**src/rtl/mem_stage.sv**
```systemverilog
// mem_stage: pipeline memory stage between the AGEX latch and WB.
// Passes non-memory ops through in one cycle. Aligned loads and stores go
// through a small IDLE/REQ/WAIT handshake with the data memory. Misaligned
// memory ops complete without touching memory and raise misalign_err.
// Also drives the MEM->AGEX/DE forwarding path and counts stall cycles.
module mem_stage #(
    parameter int DBITS     = 32,
    parameter int REGNOBITS = 5
) (
    input  logic                 clk,
    input  logic                 reset,
    // upstream AGEX latch
    input  logic                 in_valid,
    input  logic                 in_is_load,
    input  logic                 in_is_store,
    input  logic                 in_wr_reg,
    input  logic [REGNOBITS-1:0] in_rd,
    input  logic [DBITS-1:0]     in_pc,
    input  logic [DBITS-1:0]     in_result,
    input  logic [DBITS-1:0]     in_addr,
    input  logic [DBITS-1:0]     in_wdata,
    output logic                 in_ready,
    // data memory request
    output logic                 dmem_req_valid,
    output logic                 dmem_req_we,
    output logic [DBITS-1:0]     dmem_req_addr,
    output logic [DBITS-1:0]     dmem_req_wdata,
    input  logic                 dmem_req_ready,
    // data memory response
    input  logic                 dmem_rsp_valid,
    input  logic [DBITS-1:0]     dmem_rsp_data,
    // MEM latch to WB
    output logic                 out_valid,
    output logic                 out_wr_reg,
    output logic [REGNOBITS-1:0] out_rd,
    output logic [DBITS-1:0]     out_pc,
    output logic [DBITS-1:0]     out_data,
    // forwarding
    output logic                 fwd_valid,
    output logic [REGNOBITS-1:0] fwd_rd,
    output logic [DBITS-1:0]     fwd_data,
    // status
    output logic                 misalign_err,
    output logic [31:0]          stall_cnt
);

    typedef enum logic [1:0] {
        ST_IDLE = 2'd0,
        ST_REQ  = 2'd1,
        ST_WAIT = 2'd2
    } state_t;

    state_t                 state_r;
    logic                   in_ready_r;
    logic                   req_valid_r;
    logic                   req_we_r;

    // holding registers captured at acceptance
    logic                   hold_is_store_r;
    logic                   hold_wr_reg_r;
    logic [REGNOBITS-1:0]   hold_rd_r;
    logic [DBITS-1:0]       hold_pc_r;
    logic [DBITS-1:0]       hold_result_r;
    logic [DBITS-1:0]       hold_addr_r;
    logic [DBITS-1:0]       hold_wdata_r;

    // MEM latch
    logic                   out_valid_r;
    logic                   out_wr_reg_r;
    logic [REGNOBITS-1:0]   out_rd_r;
    logic [DBITS-1:0]       out_pc_r;
    logic [DBITS-1:0]       out_data_r;
    logic                   misalign_r;
    logic [31:0]            stall_cnt_r;

    logic                   accept_s;
    logic                   is_mem_s;
    logic                   misaligned_s;

    // Decode the incoming instruction; a load+store combination counts as a store
    // because the request direction comes from in_is_store alone.
    always_comb begin
        accept_s     = in_valid & in_ready_r;
        is_mem_s     = in_is_load | in_is_store;
        misaligned_s = (in_addr[1:0] != 2'b00);
    end

    // Stage FSM: acceptance, memory handshake and MEM latch update.
    always_ff @(posedge clk or posedge reset) begin
        if (reset) begin
            state_r         <= ST_IDLE;
            in_ready_r      <= 1'b1;
            req_valid_r     <= 1'b0;
            req_we_r        <= 1'b0;
            hold_is_store_r <= 1'b0;
            hold_wr_reg_r   <= 1'b0;
            hold_rd_r       <= {REGNOBITS{1'b0}};
            hold_pc_r       <= {DBITS{1'b0}};
            hold_result_r   <= {DBITS{1'b0}};
            hold_addr_r     <= {DBITS{1'b0}};
            hold_wdata_r    <= {DBITS{1'b0}};
            out_valid_r     <= 1'b0;
            out_wr_reg_r    <= 1'b0;
            out_rd_r        <= {REGNOBITS{1'b0}};
            out_pc_r        <= {DBITS{1'b0}};
            out_data_r      <= {DBITS{1'b0}};
            misalign_r      <= 1'b0;
        end else begin
            // completion and error are single-cycle pulses
            out_valid_r <= 1'b0;
            misalign_r  <= 1'b0;
            case (state_r)
                ST_IDLE: begin
                    if (accept_s) begin
                        hold_is_store_r <= in_is_store;
                        hold_wr_reg_r   <= in_wr_reg;
                        hold_rd_r       <= in_rd;
                        hold_pc_r       <= in_pc;
                        hold_result_r   <= in_result;
                        hold_addr_r     <= in_addr;
                        hold_wdata_r    <= in_wdata;
                        if (!is_mem_s) begin
                            out_valid_r  <= 1'b1;
                            out_wr_reg_r <= in_wr_reg;
                            out_rd_r     <= in_rd;
                            out_pc_r     <= in_pc;
                            out_data_r   <= in_result;
                        end else if (misaligned_s) begin
                            // complete immediately with no register write
                            out_valid_r  <= 1'b1;
                            out_wr_reg_r <= 1'b0;
                            out_rd_r     <= in_rd;
                            out_pc_r     <= in_pc;
                            out_data_r   <= in_result;
                            misalign_r   <= 1'b1;
                        end else begin
                            state_r     <= ST_REQ;
                            in_ready_r  <= 1'b0;
                            req_valid_r <= 1'b1;
                            req_we_r    <= in_is_store;
                        end
                    end else begin
                        state_r <= ST_IDLE;
                    end
                end
                ST_REQ: begin
                    if (dmem_req_ready) begin
                        req_valid_r <= 1'b0;
                        req_we_r    <= 1'b0;
                        if (hold_is_store_r) begin
                            state_r      <= ST_IDLE;
                            in_ready_r   <= 1'b1;
                            out_valid_r  <= 1'b1;
                            out_wr_reg_r <= 1'b0;
                            out_rd_r     <= hold_rd_r;
                            out_pc_r     <= hold_pc_r;
                            out_data_r   <= hold_result_r;
                        end else begin
                            state_r <= ST_WAIT;
                        end
                    end else begin
                        state_r <= ST_REQ;
                    end
                end
                ST_WAIT: begin
                    if (dmem_rsp_valid) begin
                        state_r      <= ST_IDLE;
                        in_ready_r   <= 1'b1;
                        out_valid_r  <= 1'b1;
                        out_wr_reg_r <= hold_wr_reg_r;
                        out_rd_r     <= hold_rd_r;
                        out_pc_r     <= hold_pc_r;
                        out_data_r   <= dmem_rsp_data;
                    end else begin
                        state_r <= ST_WAIT;
                    end
                end
                default: begin
                    state_r     <= ST_IDLE;
                    in_ready_r  <= 1'b1;
                    req_valid_r <= 1'b0;
                    req_we_r    <= 1'b0;
                end
            endcase
        end
    end

    // Saturating count of cycles spent waiting on memory.
    always_ff @(posedge clk or posedge reset) begin
        if (reset) begin
            stall_cnt_r <= 32'd0;
        end else if ((state_r == ST_REQ || state_r == ST_WAIT) &&
                     (stall_cnt_r != 32'hFFFF_FFFF)) begin
            stall_cnt_r <= stall_cnt_r + 32'd1;
        end else begin
            stall_cnt_r <= stall_cnt_r;
        end
    end

    assign in_ready       = in_ready_r;
    assign dmem_req_valid = req_valid_r;
    assign dmem_req_we    = req_we_r;
    assign dmem_req_addr  = hold_addr_r;
    assign dmem_req_wdata = hold_wdata_r;

    assign out_valid      = out_valid_r;
    assign out_wr_reg     = out_wr_reg_r;
    assign out_rd         = out_rd_r;
    assign out_pc         = out_pc_r;
    assign out_data       = out_data_r;

    // forwarding never advertises writes to the zero register
    assign fwd_valid      = out_valid_r & out_wr_reg_r & (out_rd_r != {REGNOBITS{1'b0}});
    assign fwd_rd         = out_rd_r;
    assign fwd_data       = out_data_r;

    assign misalign_err   = misalign_r;
    assign stall_cnt      = stall_cnt_r;

endmodule

```
**config.mk**
```make
export PLATFORM = sky130hd
export DESIGN_NAME = mem_stage
export DESIGN_NICKNAME = d
export VERILOG_FILES = /design/src/rtl/mem_stage.sv
export SDC_FILE = /design/constraint.sdc
export NUM_CORES = 1
export LEC_CHECK = 0
export ABC_AREA = 0
export BUFFER_PORTS_ARGS = -buffer_cell sky130_fd_sc_hd__clkbuf_2
export CAP_MARGIN = 20
export CORE_MARGIN = 4
export CORE_UTILIZATION = 27
export CTS_CLUSTER_SIZE = 24
export DETAILED_ROUTE_END_ITERATION = 16
export GPL_TIMING_DRIVEN = 0
export PLACE_DENSITY = 0.46
export SLEW_MARGIN = 20
export SYNTH_ARGS = -nofsm -noshare
export SYNTH_HDL_FRONTEND = slang
export SYNTH_SLANG_ARGS = --single-unit
```
**constraint.sdc**
```tcl
create_clock -name clk -period 11.92 [get_ports clk]
set_input_delay 1.788 -clock clk [delete_from_list [all_inputs] [get_ports clk]]
set_output_delay 1.788 -clock clk [all_outputs]
set_load 0.02 [all_outputs]
```
Word level (Yosys, flattened, before mapping). Cells that the tools add are included.

Register bits: 244. Bits in latches: 0. RAM bits: 0. Bits in read-only memories: 0. Input bits: 173. Output and inout port bits: 209. Logic and storage cells: 108. Memories kept: 0.

$add $sub $neg: 1. $mul: 0. Divide/modulo/power cells: 0. Order comparisons: 0. Eq/ne operators: 12. Shift operators: 0. Muxes and demuxes: 61. Bitwise gates (word level): 5. Reduce and logical (&&, ||, !) cells: 11.

Operators by type and width (number): 32-bit two-way mux (12); 32-bit one-hot mux with 3 select lines (2); 32-bit by 1-bit adder with 32-bit output (second input constant) (1); 32-bit != test (second input constant) (1); 5-bit two-way mux (6); 1-bit two-way mux (28); 1-bit one-hot mux with 3 select lines (5); 5-bit one-hot mux with 3 select lines (1); 2-bit two-way mux (6); 2-bit != test (second input constant) (6); 6-bit AND reduction (2); 3-bit != test (second input constant) (3); 2-bit one-hot mux with 3 select lines (1); 5-bit AND reduction (1); 5-bit nonzero test (1); 2-bit AND reduction (2); 1-bit bitwise AND (3); 3-bit nonzero test (1); 2-bit by 1-bit equality test with 1-bit output (second input constant) (1); 2-bit equality test (second input constant) (1); 2-bit logical NOT (1); 2-bit nonzero test (1); 1-bit logical AND (1); 1-bit logical OR (1); 2 further kinds (2).

Longest topological paths before layout. Gate-level depths: netlist of the first run.

Word-level depth: 5. Mapped depth: 10.

Worst setup path after synthesis of the first run. OpenSTA, ideal clock, no wires.

Path kind: input to register. Start: in in_valid. End: reg hold_wdata_r[0], in the netlist dmem_req_wdata[0]. Library setup time: 0.125 ns. Arrival: 2.941 ns. Data required time: 11.795 ns. Slack: 8.854 ns. Cell stages on the path: 4. Buffers on the path: 2. Cell sequence: nand3_1 -> clkbuf_1 -> clkbuf_1 -> mux2_2.

Cells in the longest elaborated chain, start to end: 2.

RTL lines: start: declaration (RTL line 13) `input logic in_valid,`; 1-bit bitwise AND (RTL line 83) `accept_s = in_valid & in_ready_r;`; 2-bit AND reduction (no line); end signal: assignment (RTL line 101) `hold_wdata_r <= {DBITS{1'b0}};`; end signal: assignment (RTL line 121) `hold_wdata_r <= in_wdata;`; end: declaration (RTL line 65) `logic [DBITS-1:0] hold_wdata_r;`.

No other way between the ends. A chain may end at the register's enable or synchronous reset.

Worst setup path in the final report of the first run.
Start: reg out_rd_r[0], in the netlist fwd_rd[0]. End: out fwd_valid.

Cells in the longest elaborated chain, start to end: 2.

RTL lines: start: declaration (RTL line 70) `logic [REGNOBITS-1:0] out_rd_r;`; start signal: assignment (RTL line 104) `out_rd_r <= {REGNOBITS{1'b0}};`; start signal: assignment (RTL line 125) `out_rd_r <= in_rd;`; start signal: assignment (RTL line 132) `out_rd_r <= in_rd;`; 5-bit nonzero test (RTL line 213) `assign fwd_valid = out_valid_r & out_wr_reg_r & (out_rd_r != {REGNOBITS{1'b0}});`; 1-bit bitwise AND (RTL line 213); end: declaration (RTL line 39) `output logic fwd_valid,`.

No other way between the ends.

==> results.md, run 1 <==
- Synth Register Bits: 244
- Largest net degree at the start of global routing: 93
- Post-DP HPWL: 26,200 microns
- Top FF cell, synth: dfrtp_1
- Final wirelength: about 35,000 microns
- Std cell rows: just over 70
- Post_cts resized: 0
- # port buffers: 381
- IO Pins: 382
- Top delay family on crit path: simple AND/OR/NAND/NOR gates
- Slowest cell on the critical path: or3_1
- Critical Path Start Type: flop
- Initial Util: 0.275
- Count of final setup violators: 0
- Synthesized instance count: 893
- H-tree depth: 1
- Post-synth EDFFs: 0
- Top cell type's share of synthesized area: 0.570
- Clock sink total: roughly 240
- DRC Markers: 0
- Drt pass-1 iters: 4
- CP max FO: 4
- Clock slew at reported path FFs: ~60 ps
- Max Root-Sink Buffers: 3
- Worst hold stages: 2
- Area leader, netlist: dfrtp_1
- Buf/Inv on CP: 1
- Relative slew slack: 0.410
- Worst Setup End Kind: primary output
- CTS tree: built
- Die W: 207 microns
- Post-CTS Setup Bufs: 0
- Fin nets: approximately 1,500
- GR peak layer: met2
- Initial drt markers: slightly above 300
- Fmax: 269 MHz
- Synthesized area: between 0.01 and 0.015 sq mm
- Full die area: approximately 0.043 sq mm
- Tcrit/Tclk final: 0.312
- Tmin final: roughly 3700 ps
- Power Density: approximately 300 mW/mm^2
- CP Data Arrival Time: ~1900 ps
- HP Class: reg -> reg
- Die height: about 210 microns
- R2R cell count: 7
- Max cap viols: 0
- Post-DRT Antenna Nets: 0
- Ratio of cells with drive above 1 in the final layout: 0.466
- Top-count cell post-synth: dfrtp_1
- CTS root buf: clkbuf_16
- Post-synthesis async set-or-reset flop share: 1.00
- Seq/Total Area, Yosys: 0.572
- Area Growth Syn to Fin: 34.1%
- Lkg Pwr: between 6 and 7 nW
- Setup_tns: 0 ps
- Vias: between 8,000 and 9,000
- Worst clock skew: 11.4 ps
- Pwr Total: around 4.3 mW
- Cts hold-fix bufs: 0
- Global-route wire length before repair: 52,900 microns
- Peak VDD IR: between 0.1 and 0.15 mV
- CP required: 10,130 ps
- Worst path cell trace: or3_1 -> o311a_1 -> clkbuf_2
- Cell count along the critical path: 3
- WHS: 477 ps
- Routing usage on met1: 0.194
- Vias in the first global route: 8,871
- Yosys cell types: 47
- Final-report hold violation count: 0
- GP Congestion: between 0.7 and 0.8
- Slew Viols, Final: 0
- Run status: finished, final reports clean
- Wire length per cell: approximately 19 microns
- CORE AREA: slightly below 0.04 sq mm
- Clock latency on the worst-skew pair: between 500 and 600 ps
- Top post-synthesis cells by area: dfrtp_1 57%, mux2_2 14%, o21ai_0 4.8%, nand2_1 4.2%, mux2i_1 3.5%
- Met3 GRT Util: 0.0528
- Via/cell ratio: 4.53
- Antenna violations before repair: 2
- Syn Nets: 1,073
- GRT Resource Usage Total: 0.159
- CP Class: reg -> out
- Met2 usage: 0.269
- Yosys warns: 0
- RSZ-0062 raised after global routing: no
- Critical path's largest stage delay: between 400 and 500 ps
- Syn avg cell area: about 12 sq um
- Worst-margin pin slew: 885 ps
- Congestion Overflow GR: 0
- CTS Buf Count: 29
- Post-synth top cells: 243 x dfrtp_1, 137 x mux2_2, 119 x nand2_1
==> final timing paths <==
| path | start | end | slack, ps |
|---|---|---|---|
| min in group asynchronous | reset | dmem_req_addr[11] | 1350 |
| setup / recovery | fwd_rd[0] | fwd_valid | 8200 |
| hold reg to reg | out_pc[24] | out_pc[24] | 480 |
| max in group asynchronous | reset | hold_result_r[11] | 9640 |
| hold / removal | out_pc[24] | out_pc[24] | 480 |
| setup reg to reg | state_r[0] | fwd_data[20] | 8790 |
==> metrics by stage <==
stage	setup WS, ps	std cells	area [sq um]	utilization
3_5_place_dp	7660	1794	13300	0.342
4_1_cts	8130	1848	14300	0.368
3_3_place_gp	-185	1792	13200	0.341
2_1_floorplan	3430	893	10700	-
5_1_grt	8110	1848	14300	0.368
6_report	8200	1850	14300	0.369
==> worst register-to-register path, delay by kind of cell (launching register included) <==
kind / cells / cell delay (ps)
buffers and inverters: 4 / 1730
adder cells (fa/ha/maj): 1 / 450
flip-flops: 1 / 420
AO/OA/AOI/OAI: 2 / 440
==> report_power, final <==
group / internal [mW] / switching [mW] / leakage (nW)
clock network: 0.587 / 0.362 / 0.495
logic: 0.771 / 1.14 / 3.43
registers: 1.21 / 0.227 / 2.99
total: 2.57 / 1.73 / 6.92
==> cells in the final DEF (no fill, tap or decap), drive strengths merged, types with 2 or more instances in the layout <==
| cell | n |
|---|---|
| ha | 7 |
| and2 | 2 |
| nand4 | 15 |
| o21ai | 105 |
| nand2 | 119 |
| mux2i | 37 |
| inv | 6 |
| dfrtp | 243 |
| nand3 | 12 |
| a31oi | 4 |
| nand2b | 5 |
| a22oi | 32 |
| mux2 | 137 |
| nor3 | 6 |
| or3 | 2 |
| xnor2 | 24 |
| and3 | 7 |
| clkinv | 4 |
| a21boi | 2 |
| a211oi | 2 |
| diode | 2 |
| nor2b | 3 |
| and4 | 4 |
| bufinv | 5 |
| xor2 | 4 |
| clkbuf | 464 |
| a21oi | 6 |
| nor2 | 9 |
| buf | 50 |
==> cells by family (layout without fill, tap and decap cells) <==
logic type	Yosys count	after routing	synth area share
AOI/OAI and AO/OA	159	159	0.0892
xor gates and xnor gates	28	28	0.0230
adders and majority gates	7	7	0.00820
buffers and inverters	93	530	0.0468
DFF	244	244	0.572
muxes	174	174	0.179
other	0	2	0
and+or+nand+nor	188	188	0.0816
==> layout make-up <==
type / count / area (sq um)
fillers: 3939 / 24500
well taps: 518 / 648
diodes: 2 / 5.00
inverters: 5 / 26.3
repair buffers: 383 / 1960
multi-input cells: 556 / 4070
plain buffers: 88 / 480
clock inverters: 11 / 186
flip-flops and latches: 244 / 6110
clock buffers: 43 / 828
==> layer usage <==
metal,wire length [microns],part of all wire,vias to the layer above
met5,31,0.00089,-
met4,822,0.024,4
met3,3240,0.093,55
met2,16600,0.48,316
met1,14200,0.41,4058
li1,-,-,3942
Power figures use the tool's default switching activity.
==> run 2: changes to the inputs <==
--- a/config.mk
+++ b/config.mk
@@ -13,7 +13,7 @@
 export CTS_CLUSTER_SIZE = 24
 export DETAILED_ROUTE_END_ITERATION = 16
 export GPL_TIMING_DRIVEN = 0
-export PLACE_DENSITY = 0.46
+export PLACE_DENSITY = 0.47
 export SLEW_MARGIN = 20
 export SYNTH_ARGS = -nofsm -noshare
 export SYNTH_HDL_FRONTEND = slang
==> constraint.sdc (replaced) <==
create_clock -name clk -period 3.1 [get_ports clk]
set_input_delay 0.465 -clock clk [delete_from_list [all_inputs] [get_ports clk]]
set_output_delay 0.465 -clock clk [all_outputs]
set_load 0.02 [all_outputs]
==> results.md, run 2 (synthesis gave the netlist of run 1 again) <==
- Count of final setup violators: 0 (unchanged)
- Largest net degree at the start of global routing: 32 (was 93)
- CP required: 3540 ps (was 10,130 ps)
- Ratio of cells with drive above 1 in the final layout: 0.475 (was 0.466)
- Register area: 0.00611 sq mm (unchanged)
- Critical Path Start Type: flop (unchanged)
- CORE AREA: 0.0388 sq mm (unchanged)
- RSZ-0062 raised after global routing: no (unchanged)
- Die height: 207 microns (unchanged)
- Final-report hold violation count: 0 (unchanged)
- CTS Buf Count: 29 (unchanged)
- H-tree depth: 1 (unchanged)
- Hold Crit Endpoint: dmem_req_wdata[28] (was out_pc[24])
- Run status: finished, final reports clean (unchanged)
- Post-CTS Setup Bufs: 0 (unchanged)
- HP Class: in -> reg (was reg -> reg)
- Global-route wire length before repair: 52,600 microns (was 52,900 microns)
- Wire length per cell: 18.7 microns (was 18.9 microns)
- Place WS: -183 ps (was 7660 ps)
- Flop2flop setup slack: 340 ps (was 8790 ps)
- Clock latency on the worst-skew pair: 560 ps (about the same)
- GRT Resource Usage Total: 0.159 (about the same)
- Max cap viols: 0 (unchanged)
- Initial Util: 0.275 (unchanged)
- Worst clock skew: 21.5 ps (was 11.4 ps)
- Via/cell ratio: 4.49 (was 4.53)
- CTS root buf: clkbuf_16 (unchanged)
- Vias: 8,319 (was 8,375)
- IO Pins: 382 (unchanged)
- Fin nets: 1,494 (was 1,487)
- Commonest non-fill, non-tap cell in the layout: clkbuf_2 (unchanged)
- Power Density: 1140 mW/mm^2 (was 300 mW/mm^2)
- Tmin final: roughly 2800 ps
- Most frequent cells in the layout: 386 x clkbuf_2, 243 x dfrtp_1, 137 x mux2_2 (was 381 x clkbuf_2, 243 x dfrtp_1, 137 x mux2_2)
- CP max FO: 10 (was 4)
- Area occupied by multi-input gates: 0.00407 sq mm (unchanged)
- Layout Utilization: 0.370 (was 0.369)
- Area Growth Syn to Fin: 34.7% (was 34.1%)
- Post-DP HPWL: 26,600 microns (was 26,200 microns)
- CP Class: reg -> reg (was reg -> out)
- Slew Viols, Final: 0 (unchanged)
- Clock slew at reported path FFs: 60 ps (about the same)
- Full die area: 0.0428 sq mm (unchanged)
- DRC Markers: 0 (unchanged)
- Die W: 207 microns (unchanged)
- Lkg Pwr: 6.96 nW (was 6.92 nW)
- Setup_tns: 0 ps (unchanged)
- Drt pass-1 iters: 4 (unchanged)
- Placed cell area: 0.0134 sq mm (was 0.0133 sq mm)
- Worst r2r src: state_r[0] (unchanged)
- Vias in the first global route: 8,749 (was 8,871)
- Worst-margin pin slew: 823 ps (was 885 ps)
- Clock sink total: 244 (unchanged)
- Peak VDD IR: 0.539 mV (was 0.148 mV)
- Max Root-Sink Buffers: 3 (unchanged)
- Design area: 0.0144 sq mm (was 0.0143 sq mm)
- Final std cells w/o fill: 1,854 (was 1,850)
- # port buffers: 381 (unchanged)
- Crit Reg-Reg Endpoint: stall_cnt[3] (was fwd_data[20])
- Fmax: approximately 360 MHz
- Worst Setup End Kind: flop (was primary output)
- Inserted Diodes: 0 (was 2)
- Congestion Overflow GR: 0 (unchanged)
- Initial drt markers: 293 (was 310)
- Hold_sp: in_wdata[28] (was out_pc[24])
- Std cell rows: 72 (unchanged)
- Post-DRT Antenna Nets: 0 (unchanged)
- Final wirelength: 34,800 microns (was 34,900 microns)
- FILL cells: 3,950 (was 3,939)
- Worst hold stages: 2 (unchanged)
- CP Data Arrival Time: 3200 ps (was 1930 ps)
- R2R cell count: 7 (unchanged)
- Setup ws final: 343 ps (was 8200 ps)
- Cell count after placement: 1,800 (was 1,794)
- CTS tree: built (unchanged)
- WHS: 137 ps (was 477 ps)
- Relative slew slack: 0.452 (was 0.410)
- Tcrit/Tclk final: 0.889
- GP Congestion: 0.785 (was 0.782)
- Antenna violations before repair: 3 (was 2)
- Pwr Total: 16.4 mW (was 4.30 mW)
==> run 2: cell count changes in the layout (fill, tap and decap cells not counted) <==
cell	previous run	this run
clkbuf_1	49	40
buf_12	0	8
clkbuf_2	381	386
clkinvlp_4	1	5
clkinv_2	4	7
buf_16	2	0
bufinv_16	5	3
diode_2	2	0
dlygate4sd3_1	0	1
inv_6	1	0
inv_8	1	0
==> run 2: how the worst max path moves through the flow <==
stage                   endpoint  slack, ps  cells past startpoint  startpoint
2_1_floorplan   dmem_req_addr[0]       -570                      1       reset
3_3_place_gp           out_pc[6]      -2490                      2       reset
3_5_place_dp        stall_cnt[3]       -180                      7  state_r[0]
4_1_cts             stall_cnt[2]        110                      7  state_r[0]
5_1_grt        hold_result_r[22]          4                      6  state_r[0]
6_report            stall_cnt[3]        340                      7  state_r[0]
==> run 2: timing repair <==
action                                  CTS  global route
endpoints found under the setup margin   20            14
pin swaps                                 0             0
hold endpoints to repair                 25             0
gates resized for setup                   2             6
hold buffers                              1             0
==> run 2: report_power, final <==
part / switching (mW) / total [mW] / leakage, nW / internal, mW
clock network: 1.40 / 3.49 / 0.470 / 2.08
registers: 0.871 / 5.52 / 2.99 / 4.65
logic: 4.40 / 7.39 / 3.49 / 2.99
==> run 2: critical path: stages (launching register included) <==
cell and delay (ps):
dfrtp_1 430, inv_1 110, ha_1 440, clkbuf_2 400
buf_2 410, buf_1 480, nand4_1 180, xnor2_1 170
==> run 2: final cells by class <==
class	count	area share
sequential	244	0.425
buffer	88	0.0338
inverter	5	0.00157
clock buffer	39	0.0566
timing repair buffer	390	0.144
clock inverter	14	0.0108
tap	518	0.0451
multi-input combinational	556	0.283
==> run 2: metal layers <==
metal  part of all wire  up-vias  GRT usage
li1                   -     3950          -
met2               0.47      288      0.269
met5             0.0013        -          0
met4              0.017        6     0.0359
met3              0.098       41     0.0581
met1               0.41     4034      0.194
==> run 3: changes to the inputs <==
--- a/config.mk
+++ b/config.mk
@@ -8,6 +8,7 @@
 export ABC_AREA = 0
 export BUFFER_PORTS_ARGS = -buffer_cell sky130_fd_sc_hd__clkbuf_2
 export CAP_MARGIN = 20
+export CORE_ASPECT_RATIO = 0.9
 export CORE_MARGIN = 4
 export CORE_UTILIZATION = 27
 export CTS_CLUSTER_SIZE = 24
==> results.md, run 3 (synthesis gave the netlist of run 1 again) <==
- Run status: finished, final reports clean (unchanged)
- Full die area: 0.0428 sq mm (about the same)
- Post-DRT Antenna Nets: 0 (unchanged)
- Die W: 218 microns (was 207 microns)
- Relative slew slack: 0.401 (was 0.452)
- GP Congestion: 0.808 (was 0.785)
- IO Pins: 382 (unchanged)
- Max Root-Sink Buffers: 3 (unchanged)
- Initial drt markers: 361 (was 293)
- Std cell rows: 68 (was 72)
- Clock sink total: 244 (unchanged)
- CTS tree: built (unchanged)
- Largest net degree at the start of global routing: 32 (unchanged)
- Inserted Diodes: 0 (unchanged)
- Ratio of cells with drive above 1 in the final layout: 0.473 (was 0.475)
- Worst Setup End Kind: flop (unchanged)
- Wire length per cell: 18.6 microns (was 18.7 microns)
- Final-report hold violation count: 0 (unchanged)
- Vias in the first global route: 8,872 (was 8,749)
- Worst-margin pin slew: 899 ps (was 823 ps)
- Post-DP HPWL: 26,600 microns (about the same)
- # port buffers: 381 (unchanged)
- Register area: 0.00611 sq mm (unchanged)
- Fin nets: 1,495 (was 1,494)
- Most frequent cells in the layout: 384 x clkbuf_2, 243 x dfrtp_1, 137 x mux2_2 (was 386 x clkbuf_2, 243 x dfrtp_1, 137 x mux2_2)
- DRC Markers: 0 (unchanged)
- Drt pass-1 iters: 4 (unchanged)
- Vias: 8,356 (was 8,319)
- Global-route wire length before repair: 53,200 microns (was 52,600 microns)
- Count of final setup violators: 0 (unchanged)
- Slew Viols, Final: 0 (unchanged)
- WHS: 133 ps (was 137 ps)
- Worst hold stages: 2 (unchanged)
- R2R cell count: 6 (was 7)
- Initial Util: 0.276 (was 0.275)
- Final wirelength: 34,600 microns (was 34,800 microns)
- Flop2flop setup slack: 330 ps (was 340 ps)
- Commonest non-fill, non-tap cell in the layout: clkbuf_2 (unchanged)
- Setup_tns: 0 ps (unchanged)
- Congestion Overflow GR: 0 (unchanged)
- Clock latency on the worst-skew pair: 560 ps (about the same)
- HP Class: in -> reg (unchanged)
- Sw frac: 0.409 (was 0.407)
- CP Data Arrival Time: 3200 ps (about the same)
- Worst clock skew: 15.8 ps (was 21.5 ps)
- Clock power frac: 0.207 (was 0.213)
- Setup ws final: 335 ps (was 343 ps)
- Tcrit/Tclk final: 0.892 (was 0.889)
- Die height: 197 microns (was 207 microns)
- CP max FO: 10 (unchanged)
- CTS root buf: clkbuf_16 (unchanged)
- Pwr Total: 16.3 mW (was 16.4 mW)
- FILL cells: 3,956 (was 3,950)
- Tmin final: 2770 ps (was 2760 ps)
- Antenna violations before repair: 1 (was 3)
- Lkg Pwr: 6.97 nW (was 6.96 nW)
- CP required: 3530 ps (was 3540 ps)
- GRT Resource Usage Total: 0.157 (was 0.159)
- Sequential share of power: 0.339 (was 0.337)
- CTS Buf Count: 29 (unchanged)
- Share of power burned in combinational logic: 0.455 (was 0.451)
- P_int: 9.63 mW (was 9.72 mW)
- CP Class: reg -> reg (unchanged)
- Clock slew at reported path FFs: 60 ps (about the same)
- Place WS: -27.5 ps (was -183 ps)
- Power Density: 1130 mW/mm^2 (was 1140 mW/mm^2)
- Via/cell ratio: 4.49 (about the same)
- Critical Path Start Type: flop (unchanged)
- Max cap viols: 0 (unchanged)
- Fmax: 362 MHz (was 363 MHz)
- Area Growth Syn to Fin: 34.9% (was 34.7%)
- Net Switching: 6.67 mW (was 6.68 mW)
- RSZ-0062 raised after global routing: no (unchanged)
- Peak VDD IR: 0.548 mV (was 0.539 mV)
- H-tree depth: 1 (unchanged)
- CORE AREA: 0.0387 sq mm (was 0.0388 sq mm)
- Area occupied by multi-input gates: 0.00407 sq mm (unchanged)
## run 3: layout make-up
cell class              count  share of cell area
plain buffers              88              0.0336
clock buffers              40              0.0567
clock inverters            13             0.00843
inverters                   5             0.00156
multi-input cells         556               0.283
flip-flops and latches    244               0.424
well taps                 525              0.0456
repair buffers            391               0.147
## run 3: per-layer routing
metal  track usage  part of all wire
met3        0.0520             0.090
met4        0.0334             0.021
met2         0.263              0.46
met1         0.200              0.43
met5             0           0.00040
## run 3: metrics by stage
step	util	instances	area, sq um
finish	0.372	1862	14400
global route	0.372	1862	14400
detailed placement	0.347	1808	13400
CTS	0.372	1862	14400
floorplan	-	893	10700
global placement	0.342	1799	13200
## run 3: path summary, 6_finish.rpt
path / start / end
setup / recovery: state_r[0] / hold_result_r[31]
hold reg to reg: out_pc[21] / out_pc[21]
setup reg to reg: state_r[0] / hold_result_r[31]
min in group asynchronous: reset / dmem_req_addr[4]
hold / removal: in_wdata[3] / dmem_req_wdata[3]
max in group asynchronous: reset / fwd_data[4]
## run 3: timing repair
item                       in CTS  in global routing
hold buffers                    1                  0
setup endpoints to repair       2                 39
gates cloned                    0                  0
hold endpoints to repair       22                  0
buffers inserted                0                  0
gates resized for setup         1                  5
## run 3: power by group through the flow
stage          Combinational, mW  Sequential (mW)  Clock, mW
6_report                    7.41             5.52       3.37
5_1_grt                     8.19             5.71       3.62
4_1_cts                     7.60             5.54       3.50
3_5_place_dp                7.59             5.57          0
3_3_place_gp                7.51             5.52          0
2_1_floorplan               3.87             6.51          0
## run 3: worst max-delay path, stage by stage, from the launching register on
cell and delay, ps:
dfrtp_1 420, inv_1 110, ha_1 260, nand3_1 190, clkbuf_1 630, clkbuf_1 610, mux2_2 410
